<file path="config.mk">
export PLATFORM = sky130hd
export DESIGN_NAME = battle_phase_ctrl_flat
export DESIGN_NICKNAME = d
export VERILOG_FILES = /design/src/rtl/battle_phase_ctrl_if.sv /design/src/rtl/battle_phase_ctrl.sv /design/src/flat_wrapper.sv
export SDC_FILE = /design/constraint.sdc
export NUM_CORES = 1
export LEC_CHECK = 0
export BUFFER_PORTS_ARGS = -buffer_cell sky130_fd_sc_hd__buf_2
export CORE_MARGIN = 5
export CORE_UTILIZATION = 35
export CTS_BUF_LIST = sky130_fd_sc_hd__clkbuf_8
export DETAILED_ROUTE_END_ITERATION = 6
export SYNTH_ARGS = -nofsm -noshare
export SYNTH_HDL_FRONTEND = slang
export SYNTH_SLANG_ARGS = --single-unit
</file>
<file path="constraint.sdc">
create_clock -name clk -period 4.87 [get_ports clk]
set_input_delay 0.974 -clock clk [delete_from_list [all_inputs] [get_ports clk]]
set_output_delay 0.974 -clock clk [all_outputs]
set_load 0.05 [all_outputs]
</file>
<file path="src/rtl/battle_phase_ctrl_if.sv">
// Signal bundle between the battle sequencer, the input/Attack blocks and the renderer.
// master drives the button/Attack/collision inputs; slave is the sequencer.
interface battle_phase_ctrl_if;
  logic       confirm;
  logic       atk_pass;
  logic [7:0] atk_damage;
  logic       hit;
  logic       atk_reset;
  logic       atk_start;
  logic       dodge_active;
  logic [7:0] enemy_hp;
  logic [7:0] player_hp;
  logic [2:0] phase;
  logic       win;
  logic       lose;

  modport master (
    output confirm, atk_pass, atk_damage, hit,
    input  atk_reset, atk_start, dodge_active, enemy_hp, player_hp, phase, win, lose
  );

  modport slave (
    input  confirm, atk_pass, atk_damage, hit,
    output atk_reset, atk_start, dodge_active, enemy_hp, player_hp, phase, win, lose
  );
endinterface

</file>
<file path="src/rtl/battle_phase_ctrl.sv">
// Battle round sequencer: MENU -> ATTACK -> APPLY -> DODGE -> MENU, with sticky win/lose.
// Optional build macro BPC_INVULN_EN adds a post-hit invulnerability window.
//
//   state    | meaning
//   ---------+--------------------------------------------------------------
//   MENU     | idle, waiting for confirm
//   ATK_INIT | one-cycle atk_reset strobe to the Attack block
//   ATK_RUN  | atk_start held, waiting for atk_pass (first cycle ignored)
//   APPLY    | saturating enemy_hp -= dmg_q, pick WIN or DODGE
//   DODGE    | timed window, hits reduce player_hp
//   WIN      | terminal, enemy defeated
//   LOSE     | terminal, player defeated
module battle_phase_ctrl #(
  parameter int ENEMY_HP_INIT  = 100,
  parameter int PLAYER_HP_INIT = 20,
  parameter int DODGE_LEN      = 1000,
  parameter int HIT_DMG        = 4,
  parameter int INVULN_LEN     = 50
) (
  input logic               clk,
  input logic               reset,
  battle_phase_ctrl_if.slave bus
);

  typedef enum logic [2:0] {
    S_MENU     = 3'd0,
    S_ATK_INIT = 3'd1,
    S_ATK_RUN  = 3'd2,
    S_APPLY    = 3'd3,
    S_DODGE    = 3'd4,
    S_WIN      = 3'd5,
    S_LOSE     = 3'd6
  } state_t;

  localparam logic [7:0]  ENEMY_HP_RST  = 8'(ENEMY_HP_INIT);
  localparam logic [7:0]  PLAYER_HP_RST = 8'(PLAYER_HP_INIT);
  localparam logic [7:0]  HIT_DMG_B     = 8'(HIT_DMG);
  localparam logic [15:0] DODGE_LOAD    = 16'(DODGE_LEN - 1);

  state_t      state;
  logic [7:0]  dmg_q;
  logic [7:0]  enemy_hp_q;
  logic [7:0]  player_hp_q;
  logic [15:0] dodge_cnt;
  logic        atk_first;
  logic        atk_reset_q;
  logic        atk_start_q;
  logic        dodge_active_q;
  logic        win_q;
  logic        lose_q;

  logic        hit_ok;
  logic [7:0]  enemy_hp_next;
  logic [7:0]  player_hp_hit;

`ifdef BPC_INVULN_EN
  localparam logic [15:0] INVULN_LOAD = 16'(INVULN_LEN);
  logic [15:0] invuln_cnt;

  assign hit_ok = bus.hit && (invuln_cnt == 16'd0);
`else
  // Parameter kept so both builds share one instantiation signature.
  localparam int unused_invuln_len = INVULN_LEN;

  assign hit_ok = bus.hit;
`endif

  always_comb begin
    enemy_hp_next = 8'd0;
    if (enemy_hp_q > dmg_q) enemy_hp_next = enemy_hp_q - dmg_q;
    player_hp_hit = 8'd0;
    if (player_hp_q > HIT_DMG_B) player_hp_hit = player_hp_q - HIT_DMG_B;
  end

  always_ff @(posedge clk) begin
    if (reset) begin
      state          <= S_MENU;
      dmg_q          <= 8'd0;
      enemy_hp_q     <= ENEMY_HP_RST;
      player_hp_q    <= PLAYER_HP_RST;
      dodge_cnt      <= 16'd0;
      atk_first      <= 1'b0;
      atk_reset_q    <= 1'b0;
      atk_start_q    <= 1'b0;
      dodge_active_q <= 1'b0;
      win_q          <= 1'b0;
      lose_q         <= 1'b0;
    end else begin
      case (state)
        S_MENU: begin
          if (bus.confirm) begin
            state       <= S_ATK_INIT;
            atk_reset_q <= 1'b1;
          end
        end
        S_ATK_INIT: begin
          state       <= S_ATK_RUN;
          atk_reset_q <= 1'b0;
          atk_start_q <= 1'b1;
          atk_first   <= 1'b1;
        end
        S_ATK_RUN: begin
          // Pass seen in the first cycle may be stale from the previous round.
          atk_first <= 1'b0;
          if (!atk_first && bus.atk_pass) begin
            dmg_q       <= bus.atk_damage;
            atk_start_q <= 1'b0;
            state       <= S_APPLY;
          end
        end
        S_APPLY: begin
          enemy_hp_q <= enemy_hp_next;
          if (enemy_hp_next == 8'd0) begin
            state <= S_WIN;
            win_q <= 1'b1;
          end else begin
            state          <= S_DODGE;
            dodge_cnt      <= DODGE_LOAD;
            dodge_active_q <= 1'b1;
          end
        end
        S_DODGE: begin
          if (hit_ok) player_hp_q <= player_hp_hit;
          if (hit_ok && (player_hp_hit == 8'd0)) begin
            state          <= S_LOSE;
            lose_q         <= 1'b1;
            dodge_active_q <= 1'b0;
          end else if (dodge_cnt == 16'd0) begin
            state          <= S_MENU;
            dodge_active_q <= 1'b0;
          end else begin
            dodge_cnt <= dodge_cnt - 16'd1;
          end
        end
        S_WIN, S_LOSE: begin
          state <= state;
        end
        default: begin
          state <= S_MENU;
        end
      endcase
    end
  end

`ifdef BPC_INVULN_EN
  always_ff @(posedge clk) begin
    if (reset) begin
      invuln_cnt <= 16'd0;
    end else if (state == S_APPLY) begin
      invuln_cnt <= 16'd0;
    end else if (state == S_DODGE && hit_ok) begin
      invuln_cnt <= INVULN_LOAD;
    end else if (invuln_cnt != 16'd0) begin
      invuln_cnt <= invuln_cnt - 16'd1;
    end
  end
`endif

  assign bus.atk_reset    = atk_reset_q;
  assign bus.atk_start    = atk_start_q;
  assign bus.dodge_active = dodge_active_q;
  assign bus.enemy_hp     = enemy_hp_q;
  assign bus.player_hp    = player_hp_q;
  assign bus.phase        = state;
  assign bus.win          = win_q;
  assign bus.lose         = lose_q;

endmodule
</file>
<file path="src/flat_wrapper.sv">
// flat-port wrapper written by rule: the top's interface ports become plain ports
module battle_phase_ctrl_flat 
#(
  parameter int ENEMY_HP_INIT  = 100,
  parameter int PLAYER_HP_INIT = 20,
  parameter int DODGE_LEN      = 1000,
  parameter int HIT_DMG        = 4,
  parameter int INVULN_LEN     = 50
)
  (clk, reset, bus_confirm, bus_atk_pass, bus_atk_damage, bus_hit, bus_atk_reset, bus_atk_start, bus_dodge_active, bus_enemy_hp, bus_player_hp, bus_phase, bus_win, bus_lose);
  battle_phase_ctrl_if bus_i ();
  input logic clk;
  input logic reset;
  input wire logic [$bits(bus_i.confirm)-1:0] bus_confirm;
  input wire logic [$bits(bus_i.atk_pass)-1:0] bus_atk_pass;
  input wire logic [$bits(bus_i.atk_damage)-1:0] bus_atk_damage;
  input wire logic [$bits(bus_i.hit)-1:0] bus_hit;
  output wire logic [$bits(bus_i.atk_reset)-1:0] bus_atk_reset;
  output wire logic [$bits(bus_i.atk_start)-1:0] bus_atk_start;
  output wire logic [$bits(bus_i.dodge_active)-1:0] bus_dodge_active;
  output wire logic [$bits(bus_i.enemy_hp)-1:0] bus_enemy_hp;
  output wire logic [$bits(bus_i.player_hp)-1:0] bus_player_hp;
  output wire logic [$bits(bus_i.phase)-1:0] bus_phase;
  output wire logic [$bits(bus_i.win)-1:0] bus_win;
  output wire logic [$bits(bus_i.lose)-1:0] bus_lose;
  assign bus_i.confirm = bus_confirm;
  assign bus_i.atk_pass = bus_atk_pass;
  assign bus_i.atk_damage = bus_atk_damage;
  assign bus_i.hit = bus_hit;
  assign bus_atk_reset = bus_i.atk_reset;
  assign bus_atk_start = bus_i.atk_start;
  assign bus_dodge_active = bus_i.dodge_active;
  assign bus_enemy_hp = bus_i.enemy_hp;
  assign bus_player_hp = bus_i.player_hp;
  assign bus_phase = bus_i.phase;
  assign bus_win = bus_i.win;
  assign bus_lose = bus_i.lose;
  battle_phase_ctrl #(.ENEMY_HP_INIT(ENEMY_HP_INIT), .PLAYER_HP_INIT(PLAYER_HP_INIT), .DODGE_LEN(DODGE_LEN), .HIT_DMG(HIT_DMG), .INVULN_LEN(INVULN_LEN)) u_core (.clk(clk), .reset(reset), .bus(bus_i));
endmodule
</file>
* Word level (Yosys, flattened, before mapping) *
Cells that the tools add are included.

storage, ports and cells
  memories = 0
  bits in read-only memories = 0
  input bits = 13
  logic and storage cells = 70
  latch bits = 0
  register bits = 49
  RAM bits = 0
  output and inout bits = 24

cells by class
  muxes and demuxes = 21
  $mul = 0
  bitwise logic cells = 1
  shifts and indexed selects = 0
  equal/unequal tests = 12
  divide/modulo/power cells = 0
  reduce and logical (&&, ||, !) cells = 20
  $lt $le $gt $ge = 2
  $add $sub $neg = 3

operator list
  operator                                                               count
  16-bit two-way mux                                                     3
  16-bit one-hot mux with 2 select lines                                 1
  3-bit one-hot mux with 6 select lines                                  1
  16-bit logical NOT                                                     1
  8-bit logical NOT                                                      2
  8-bit two-way mux                                                      2
  16-bit by 1-bit subtractor with 16-bit output (second input constant)  1
  3-bit two-way mux                                                      4
  2-bit AND reduction                                                    6
  3-bit == test (second input constant)                                  3
  8-bit by 3-bit > comparator with 1-bit output (second input constant)  1
  8-bit > comparator                                                     1
  2-bit != test (second input constant)                                  4
  1-bit one-hot mux with 2 select lines                                  4
  4-bit AND reduction                                                    2
  8-bit by 3-bit subtractor with 8-bit output (second input constant)    1
  8-bit subtractor                                                       1
  3-bit by 2-bit == test with 1-bit output (second input constant)       2
  1-bit two-way mux                                                      6
  2-bit nonzero test                                                     3
  3-bit by 1-bit == test with 1-bit output (second input constant)       1
  3-bit logical NOT                                                      1
  3-bit by 1-bit != test with 1-bit output (second input constant)       1
  3-bit AND reduction                                                    1
  5 further kinds                                                        6

* Longest topological paths before layout *
  depth after elaboration = 6
  gate-level depth with buffers = 11
  mapped depth without buffers = 10

* Worst setup path after synthesis *
OpenSTA, ideal clock, no wires.

  kind = reg2reg
  start point = reg u_core.enemy_hp_q[0], in the netlist u_core.bus.enemy_hp[0]
  end point = reg u_core.dodge_cnt[13]
  setup time = 0.137 ns
  required time = 4.733 ns
  stages on the path, launching flop included = 12
  buffers on the path = 1
  arrival = 2.639 ns
  slack = 2.095 ns
  path through = dfxtp_1 inv_1 ha_1 fa_1 nand2b_1 a21oi_1 o21bai_1 a31oi_1 nor3_1 a21oi_2 buf_6 a311oi_2

between the ends
  word-level cells in the longest chain between the ends = 5
  elaborated cells between the ends (all ways) = 6
  classes of those cells = add/sub (1); order compare (1); eq/ne (1); mux (1); reduce/logical (2)

ends and longest elaborated chain
  item                                                           line                      source
  start, declared                                                battle_phase_ctrl.sv:42   logic [7:0] enemy_hp_q;
  start signal, assigned                                         battle_phase_ctrl.sv:112  enemy_hp_q <= enemy_hp_next;
  8-bit subtractor / 8-bit > comparator (equally long branches)  battle_phase_ctrl.sv:70   if (enemy_hp_q > dmg_q) enemy_hp_next = enemy_hp_q - dmg_q;
  8-bit two-way mux *                                            battle_phase_ctrl.sv:70
  8-bit logical NOT *                                            battle_phase_ctrl.sv:113  if (enemy_hp_next == 8'd0) begin
  2-bit != test (no line) *                                      n/a
  4-bit AND reduction (no line) *                                n/a
  end signal, assigned                                           battle_phase_ctrl.sv:132  dodge_cnt <= dodge_cnt - 16'd1;
  end, declared                                                  battle_phase_ctrl.sv:44   logic [15:0] dodge_cnt;

Every way passes the cells marked *; elsewhere a longest branch is shown, timed or not.
A chain may end at the register's enable or synchronous reset.

* Worst setup path after layout *
  start point = reg u_core.enemy_hp_q[0], in the netlist u_core.bus.enemy_hp[0]
  end point = reg u_core.dodge_cnt[4]

Same word-level chain as after synthesis.

==> metrics.csv <==
metric,value,unit
status,"complete, no violations",
num_vias,2451,
cts_resized,0,
yosysMostFrequentCell,dfxtp_1,
final_max_slew_viol_count,0,
ir_worst_vdd,162,uV
hold_buffers,0,
wl_per_cell,14.2,um
netlist_top_cells_count,"49 x dfxtp_1, 42 x nor2_1, 30 x a21oi_1",
syn_avg_cell_area,8.36,um2
grt_remaining_overflow,0,
antenna_found_initial,0,
synthesis.area,0.00276,mm2
synth-edff-count,0,
syn_nets,355,
hold_viol,0,
synth_top_area_share,35.6,%
worst_clock_skew,0.00575,ns
nFillCells,834,
viasPerCell,5.31,
syn2layout_area_growth,11.9,%
worstPathArrival,3.18,ns
antenna_left,0,
total_leakage_power,1.16,nW
setup_viol,0,
gp_congestion,0.855,
syn_inst,330,
grt_max_degree,44,
hp-class,reg2reg,
cts_made_buffers,5,
cts_buffer_depth,2,
rsz0062_at_grt,false,
power_density,543,mW/mm2
holdWs,0.449,ns
portBuffers,36,
routed_wl,6540,um
drc,0,
reg2reg_depth,10,
cts_sinks,49,
fin_crit_sh,62.1,%
grt_first_pass_wirelength,11000,um
synth_top_area_cell,dfxtp_1,
critPathRequiredTime,5.02,ns
synth.distinct_cells,61,
first_pass_iters,4,
ys_warn_count,0,
clk_latency,0.30,ns
synth-seq-area-share,35.6,%
num_rows,32,
cp-end-kind,register,
dieArea,0.00975,mm2
hold_depth,2,
setup.worst_path.start_class,register,
maxCapViolCount,0,
dp_hpwl,4740,um
grt_pass1_vias,2343,
synthArstFlopShare,0,%
die_w,98.8,um
period_minus_slack,3.02,ns
die_h,98.8,um
clockRootBuffer,clkbuf_8,
drt-initial-drc-count,112,
finalNetCount,384,
clock.fmax,0.331,GHz
setup_tns,0,ns
critPathKind,reg2reg,
critPathMaxFanout,14,
start_util,35.9,%
antennaDiodeCount,0,
track_usage,13.5,%
cts_tree,built,
cts.htree.levels,2,
final_layout_size_suffix_gt1_share,18.6,%
postCtsSetupBuffers,0,
ys_seq_elements,49,
pin_count,37,
worst_pin_slew,0.876,ns
slew_headroom,41.6,%
clk_pin_slew_worst_paths,0.09,ns
synth_ff_type,dfxtp_1,
fp.coreArea,0.00769,mm2
synth_area_leaders,"dfxtp_1 36%, nor2_1 5.7%, a21oi_1 5.4%",
-- power breakdown --
part	total (mW)	internal, mW	switching (mW)
clock network	0.243	0.0995	0.143
logic	0.845	0.317	0.528
registers	0.588	0.481	0.107
total	1.68	0.897	0.778
-- registers in the layout, indices dropped and copies added (netlist names) --
name / cells
u_core.bus.phase: 3
u_core.bus.win: 1
u_core.bus.player_hp: 8
u_core.bus.dodge_active: 1
u_core.bus.enemy_hp: 8
u_core.bus.lose: 1
u_core.atk_first: 1
u_core.dmg_q: 8
u_core.bus.atk_start: 1
u_core.dodge_cnt: 16
u_core.bus.atk_reset: 1
-- worst max-delay path, stage by stage, from the launching register on --
cell and delay [ns]:
dfxtp_1 0.36, inv_1 0.05, ha_1 0.22, fa_1 0.39
nand2b_1 0.17, a21oi_1 0.18, o21bai_1 0.12, a21oi_1 0.48
o21ai_2 0.12, a21oi_2 0.58, a311oi_2 0.20
-- layer usage --
metal / wire [um] / up-vias / part of all wire, % / GRT usage, %
met3: 327 / 5 / 5.0 / 3.33
met2: 3070 / 57 / 47 / 22.3
met1: 3100 / 1139 / 47 / 17.9
met4: 44 / 0 / 0.67 / 2.84
li1: - / 1250 / - / -
met5: 0 / - / 0 / 0
-- metrics by stage --
step | instances | worst slack [ns] | cell area [um2] | total power, mW | utilization (%)
3_5_place_dp | 454 | 1.89 | 3000 | 1.44 | 39.0
4_1_cts | 462 | 1.86 | 3090 | 1.68 | 40.1
3_3_place_gp | 454 | 1.99 | 3000 | 1.43 | 39.0
5_1_grt | 462 | 1.59 | 3090 | 1.81 | 40.1
6_report | 462 | 1.85 | 3090 | 1.68 | 40.1
2_1_floorplan | 330 | 2.09 | 2760 | 1.28 | -
-- area by class of cell --
cell class	count	area, um2	share of cell area, %
clock inverters	3	17.5	0.568
clock buffers	5	68.8	2.23
inverters	22	82.6	2.68
repair buffers	37	188	6.08
well taps	102	128	4.14
flip-flops and latches	49	981	31.8
multi-input cells	244	1620	52.5
-- kinds of logic (layout without fill, tap and decap cells) --
logic type	count (synthesis)	in the layout	synth area share, %
AND/OR/NAND/NOR	125	125	24.3
XOR/XNOR	6	6	1.91
adder cells (fa/ha/maj)	12	12	5.72
flip-flops	49	49	35.6
multiplexers	12	12	4.40
buffers and inverters	37	67	5.67
AO/OA/AOI/OAI	89	89	22.4
-- path summary, 6_finish.rpt --
check	startpoint	endpoint	slack [ns]
worst max register to register	u_core.bus.enemy_hp[0]	u_core.dodge_cnt[4]	1.85
worst max-delay path	u_core.bus.enemy_hp[0]	u_core.dodge_cnt[4]	1.85
worst min-delay path	u_core.bus.win	u_core.bus.win	0.45
worst min register to register	u_core.bus.win	u_core.bus.win	0.45
-- cells in the final DEF, fill, tap and decap left out, drive strengths merged, types with 2 or more instances in the layout --
cell	n
o21a	4
mux2i	11
xnor2	2
nand4	5
a211oi	3
o311a	2
nand2	15
nor2	42
or3	2
nand2b	3
a31oi	6
nor3b	3
buf	37
o21bai	2
clkinv	2
inv	22
nand3	10
o21ai	16
dfxtp	49
o22ai	3
xor2	4
or2	3
and2	3
clkbuf	5
a31o	4
a311oi	7
o211a	2
nor3	20
nand3b	2
nor4	7
ha	11
or4	4
a21oi	32
nor2b	3
Note: power is estimated with default switching activity, not from simulation.
